## config.mk

```make
export PLATFORM = sky130hd
export DESIGN_NAME = fir_seq_ctrl
export DESIGN_NICKNAME = d
export VERILOG_FILES = /design/src/rtl/fir_seq_ctrl.sv
export SDC_FILE = /design/constraint.sdc
export NUM_CORES = 1
export LEC_CHECK = 0
export CORE_MARGIN = 1.5
export CORE_UTILIZATION = 50
export CTS_CLUSTER_SIZE = 28
export DETAILED_ROUTE_END_ITERATION = 7
export PLACE_DENSITY_LB_ADDON = 0.08
export SLEW_MARGIN = 40
export SYNTH_ARGS = -nofsm -noshare
export SYNTH_HDL_FRONTEND = slang
export SYNTH_SLANG_ARGS = --single-unit
```

## constraint.sdc

```tcl
create_clock -name i_clk -period 3.5 [get_ports i_clk]
set_input_delay 0.35 -clock i_clk [delete_from_list [all_inputs] [get_ports i_clk]]
set_output_delay 0.35 -clock i_clk [all_outputs]
set_load 0.02 [all_outputs]
```

## src/rtl/fir_seq_ctrl.sv

```systemverilog
// Sequencer in front of the 51-tap FIR: forwards samples as enable pulses and
// runs coefficient reloads followed by a zero flush of the filter delay line.
module fir_seq_ctrl #(
    parameter int ORDER          = 50,
    parameter int DATA_IN_WIDTH  = 16,
    parameter int TAP_DATA_WIDTH = 16,
    parameter int TAP_ADDR_WIDTH = 6,
    parameter int FLUSH_LEN      = ORDER + 3
) (
    input  logic                             i_clk,
    input  logic                             i_rst,
    input  logic                             i_smp_valid,
    input  logic signed [DATA_IN_WIDTH-1:0]  i_smp_data,
    output logic                             o_smp_ready,
    input  logic                             i_cfg_start,
    input  logic                             i_coef_valid,
    input  logic [TAP_DATA_WIDTH-1:0]        i_coef_data,
    output logic                             o_coef_ready,
    output logic                             o_fir_en,
    output logic signed [DATA_IN_WIDTH-1:0]  o_fir_data,
    output logic                             o_tap_wr_en,
    output logic [TAP_ADDR_WIDTH-1:0]        o_tap_wr_addr,
    output logic [TAP_DATA_WIDTH-1:0]        o_tap_wr_data,
    output logic                             o_out_valid,
    output logic                             o_busy,
    output logic                             o_cfg_done,
    output logic [15:0]                      o_drop_cnt
);

    localparam int FLUSH_W = $clog2(FLUSH_LEN + 1);

    typedef enum logic [1:0] {
        RUN    = 2'd0,
        LOAD   = 2'd1,
        SETTLE = 2'd2,
        FLUSH  = 2'd3
    } state_t;

    state_t                    state;
    logic [TAP_ADDR_WIDTH-1:0] coef_idx;
    logic [FLUSH_W-1:0]        flush_cnt;
    logic                      run_pulse;

    assign o_smp_ready  = (state == RUN);
    assign o_coef_ready = (state == LOAD);
    assign o_busy       = (state != RUN);

    // run_pulse marks an enable that came from a real sample, so flush pulses
    // never produce o_out_valid one cycle later.
    always_ff @(posedge i_clk) begin
        if (i_rst) begin
            state         <= RUN;
            coef_idx      <= '0;
            flush_cnt     <= '0;
            run_pulse     <= 1'b0;
            o_fir_en      <= 1'b0;
            o_fir_data    <= '0;
            o_tap_wr_en   <= 1'b0;
            o_tap_wr_addr <= '0;
            o_tap_wr_data <= '0;
            o_out_valid   <= 1'b0;
            o_cfg_done    <= 1'b0;
            o_drop_cnt    <= '0;
        end else begin
            o_fir_en    <= 1'b0;
            o_tap_wr_en <= 1'b0;
            o_cfg_done  <= 1'b0;
            run_pulse   <= 1'b0;
            o_out_valid <= o_fir_en && run_pulse;

            if (i_smp_valid && o_busy && (o_drop_cnt != 16'hFFFF))
                o_drop_cnt <= o_drop_cnt + 16'd1;

            case (state)
                RUN: begin
                    if (i_smp_valid) begin
                        o_fir_en   <= 1'b1;
                        o_fir_data <= i_smp_data;
                        run_pulse  <= 1'b1;
                    end
                    if (i_cfg_start) begin
                        state    <= LOAD;
                        coef_idx <= '0;
                    end
                end
                LOAD: begin
                    if (i_coef_valid) begin
                        o_tap_wr_en   <= 1'b1;
                        o_tap_wr_addr <= coef_idx;
                        o_tap_wr_data <= i_coef_data;
                        if (coef_idx == TAP_ADDR_WIDTH'(ORDER))
                            state <= SETTLE;
                        else
                            coef_idx <= coef_idx + 1'b1;
                    end
                end
                SETTLE: begin
                    state     <= FLUSH;
                    flush_cnt <= '0;
                end
                FLUSH: begin
                    o_fir_en   <= 1'b1;
                    o_fir_data <= '0;
                    if (flush_cnt == FLUSH_W'(FLUSH_LEN - 1)) begin
                        state      <= RUN;
                        o_cfg_done <= 1'b1;
                    end else begin
                        flush_cnt <= flush_cnt + 1'b1;
                    end
                end
                default: state <= RUN;
            endcase
        end
    end

endmodule
```

# [Word-level counts from Yosys, hierarchy flattened]
# Index checks and enable logic that the tools add are counted.
[totals] ff_bits=73 latch_bits=0 ram_bits=0 rom_bits=0 elab_cells=64 mem_count=0
[op_classes] n_addsub=3 mul=0 div=0 n_lt_le_gt_ge=0 eq_ne=13 n_shift=0 mux=17 n_bitwise=3 n_reduce_logical=16
[op_table] operator="$pmux 16 s2" count=1
[op_table] operator="$mux 6" count=4
[op_table] operator="$pmux 6 s2" count=2
[op_table] operator="$add 16x1->16 const B" count=1
[op_table] operator="$mux 16" count=1
[op_table] operator="$ne 16x16->1 const B" count=1
[op_table] operator="$add 6x1->6 const B" count=2
[op_table] operator="$eq 6x6->1 const B" count=2
[op_table] operator="$ne 2x2->1 const B" count=5
[op_table] operator="$mux 2" count=4
[op_table] operator="$pmux 2 s4" count=1
[op_table] operator="$reduce_and 4->1" count=2
[op_table] operator="$reduce_bool 2->1" count=4
[op_table] operator="$reduce_and 2->1" count=3
[op_table] operator="$reduce_or 2->1" count=3
[op_table] operator="$eq 2x2->1 const B" count=2
[op_table] operator="$ne 2x1->1 const B" count=2
[op_table] operator="$logic_and 1x1->1" count=3
[op_table] operator="$mux 1" count=3
[op_table] operator="$not 1->1" count=3
[op_table] operator="$eq 2x1->1 const B" count=1
[op_table] operator="$logic_not 2->1" count=1
[op_table] operator="$pmux 1 s2" count=1

# [Longest topological paths before layout]
[logic_depth] word_depth=4 depth_mapped=8

# [Least setup slack after synthesis]
# OpenSTA, ideal clock, no wires.
[synth_path] path_type="register to register" from="register state[0]" to="register o_drop_cnt[15]" setup_ns=0.116 arrival_ns=2.153 required_time_ns=3.384 path_slack_ns=1.231 path_stages_with_launch=8 synth_period_minus_slack_ns=2.269 cell_sequence="dfxtp_1 -> inv_1 -> ha_1 -> buf_6 -> nand4b_1 -> or4_4 -> or4b_1 -> o211a_1"
[synth_between] elab_chain_len=3
[synth_rtl] item="start: declaration" line="39" rtl="state_t state;"
[synth_rtl] item="start signal: assignment" line="52" rtl="state <= RUN;"
[synth_rtl] item="start signal: assignment" line="82" rtl="state <= LOAD;"
[synth_rtl] item="start signal: assignment" line="92" rtl="state <= SETTLE;"
[synth_rtl] item="$reduce_bool 2->1" line="46" rtl="assign o_busy = (state != RUN);"
[synth_rtl] item="$logic_and 1x1->1 (2 in series)" line="71" rtl="if (i_smp_valid && o_busy && (o_drop_cnt != 16'hFFFF))"
[synth_rtl] item="end signal: assignment" line="72" rtl="o_drop_cnt <= o_drop_cnt + 16'd1;"
[synth_rtl] item="end: declaration" line="27" rtl="output logic [15:0] o_drop_cnt"
# Every way passes these cells.
# A chain may end at the register's enable or synchronous reset.

# [Worst setup path after layout]
# Ends and elaborated chain as after synthesis.

==> flow_summary_export.csv <==
group,metric,value,unit
status,status,"completed",
worst_setup_path,slowest_delay,0.56,ns
final_layout,nFillCells,488,
timing,setup-tns-final,0,ns
floorplan,pin_count,98,
detailed_routing,routed_wl,7220,um
timing,fin_worst_skew,0.0111,ns
global_route,grt_start_max_net_pins,40,
floorplan,start_util,52.0,%
global_route,grt_pass1_wl,11900,um
worst_setup_path,slowest_stage,"or4_4",
worst_setup_path,cp.buffers_inverters,1,
final_layout,syn_to_final_growth,38.7,%
yosys,synth_cells,367,
place,port_buffers,97,
power_and_ir_drop,max-vdd-ir-drop,0.472,mV
final_layout,seq_area,1460,sq um
timing,fin_crit_sh,65.7,%
worst_setup_path,path_depth,6,
worst_hold_path,min_path_type,"register to register",
final_layout,nets,505,
cts,cts_root_buf,"clkbuf_8",
place,dp_hpwl,4990,um
global_route,groute.layer.met3.usage,6.78,%
floorplan,dieArea,6680,sq um
final_layout,multi_input_area,1530,sq um
power_and_ir_drop,cellPowerDensity,563,nW/um^2
cts,cts_tree,"done",
timing,setup_violations,0,
yosys,synth_top_area_share,47.2,%
floorplan,rows,28,
global_route,use_met1,27.7,%
cts,clock_path_buffers,2,
global_route,busiest_layer,"met2",
detailed_routing,vias,2926,
yosys,synth_top_area_cell,"dfxtp_1",
yosys,syn_area,3100,sq um
detailed_routing,routed_via_density,5.43,
cts,insertion_delay,0.34,ns
global_route,grt_antenna_before_repair,0,
worst_setup_path,timing_worst_setup_path_type,"register to register",
yosys,ys_async_sr_fraction,0,%
floorplan,die_y,81.7,um
detailed_routing,drc,0,
global_route,overflow,0,
floorplan,dieWidth,81.7,um
final_layout,diodes,0,
detailed_routing,first_iter_violations,158,
timing,rsz0062_at_grt,"no",
worst_hold_path,hold_path_depth,2,
floorplan,core,5960,sq um
worst_setup_path,cp.arrival,2.54,ns
yosys,synth_warnings,0,
worst_setup_path,crit_path_cell_trace,"inv_1 -> ha_1 -> nand4b_1 -> or4_4 -> or4b_1 -> o211a_1",
final_layout,post-route-cell-area,4300,sq um
yosys,synth-main-ff-cell,"dfxtp_1",
worst_setup_path,startpoint_type,"register",
cts,cts_setup_buffers,0,
timing,fin_crit,2.30,ns
worst_setup_path,end_kind,"register",
cts,cts_resized,0,
worst_setup_path,rr_worst_depth,6,
yosys,ys_types,49,
cts,holdBufCountCts,0,
timing,tightest_slew,0.756,ns
global_route,grt_use_total,22.7,%
final_layout,mostFrequentLayoutCells,"clkdlybuf4s50_1 (96), dfxtp_1 (73), nand2_1 (65)",
yosys,avgSynthCellArea,8.44,sq um
global_route,grt_util_met2,37.7,%
place,placed_cell_area,4110,sq um
timing,maxSlewViolCount,0,
cts,clkSinkCount,73,
yosys,synth.net_count,413,
timing,max_slew_margin,49.0,%
worst_setup_path,cp.required,3.74,ns
final_layout,layout_commonest_cell,"clkdlybuf4s50_1",
yosys,synth_edf_count,0,
worst_setup_path,crit_family,"simple AND/OR/NAND/NOR gates",
cts,numCtsBuffers,9,
detailed_routing,routedWlPerCell,13.4,um
detailed_routing,drtAntennaViolNets,0,
final_layout,fin_util,72.1,%
detailed_routing,dr.pass1.iters,4,
yosys,synth-seq-cells,73,
yosys,yosysSeqAreaShare,47.2,%
timing,max_freq,435,MHz
power_and_ir_drop,p_leak,1.52,nW
timing,hold_viol,0,
cts,htree_levels,3,
cts,clk_pin_slew,0.08,ns
worst_setup_path,ff2ff_setup_slack,1.20,ns
yosys,synthTopCellsByArea,"dfxtp_1 (47%), nand2_1 (7.9%), a21oi_1 (6.6%), a22oi_1 (3.9%), nor2_1 (3.8%)",
place,gp_congestion,0.784,
global_route,grt_pass1_vias,2702,
job,drv_cap,0,
worst_setup_path,path_max_fanout,11,
final_layout,layout-drive-gt1-share,6.25,%
routing by layer:
metal / wire, um / up-vias / share of wire, %
met5: 0 / - / 0
met4: 92 / 0 / 1.3
met3: 469 / 9 / 6.5
met2: 3330 / 71 / 46
met1: 3330 / 1356 / 46
li1: - / 1490 / -
where the power goes:
part / total (mW) / internal, mW / switching, mW
logic: 0.805 / 0.351 / 0.454
clock network: 0.634 / 0.329 / 0.305
registers: 0.979 / 0.922 / 0.0569
total: 2.42 / 1.60 / 0.816
metrics by stage:
step	std cells	worst slack (ns)	hold slack [ns]	total power, mW
after global placement	523	1.19	0.442	1.78
after floorplan	367	1.23	0.437	1.49
after CTS	539	1.20	0.456	2.43
after global routing	539	1.09	0.479	2.55
final	539	1.20	0.454	2.42
after detailed placement	523	1.20	0.446	1.80
flip-flops by register name, indices dropped and copies added (netlist names):
signal,flops
coef_idx,6
flush_cnt,6
o_cfg_done,1
o_drop_cnt,16
o_fir_data,16
o_fir_en,1
o_out_valid,1
o_tap_wr_addr,6
o_tap_wr_data,16
o_tap_wr_en,1
run_pulse,1
state,2
cells in the mapped netlist, drive strengths merged, types with 2 or more instances:
library cell   n
or3            9
a21o           2
o21ai         13
mux2i          2
mux2           2
nor3           8
nand4          8
and3           3
nand3          5
and2           5
nor2          31
o31ai          4
nor2b          3
a31o           2
nor4           5
a31oi          3
or4            4
buf            4
a211oi         5
a21oi         41
nand2         65
inv           10
ha             9
a22oi         16
dfxtp         73
clkbuf        15
nand3b         2
nor3b          2
kinds of logic (layout without fill, tap and decap cells):
group / Yosys count / after routing / share of synthesized area [%]
fa+ha+maj: 9 / 9 / 3.63
compound gates: 94 / 94 / 18.7
mux: 4 / 4 / 1.37
flops: 73 / 73 / 47.2
buf+inv: 29 / 126 / 3.76
simple gates: 158 / 158 / 25.4
worst min-delay path: cells and delay by family, from the launching register on:
family           cells  cell delay, ns
AO/OA/AOI/OAI        1            0.05
flip-flops           1            0.31
AND/OR/NAND/NOR      1            0.05
path summary, 6_finish.rpt:
kind | start | end
max | state[0] | o_drop_cnt[15]
min | o_tap_wr_addr[2] | o_tap_wr_addr[2]
max reg2reg | state[0] | o_drop_cnt[15]
min reg2reg | o_tap_wr_addr[2] | o_tap_wr_addr[2]
area by class of cell:
cell class | count | share of cell area, %
clock buffer | 11 | 3.06
sequential | 73 | 34.0
clock inverter | 5 | 1.31
multi-input combinational | 265 | 35.5
inverter | 10 | 0.874
timing repair buffer | 100 | 23.0
tap | 75 | 2.18
Power figures use the tool's default switching activity.
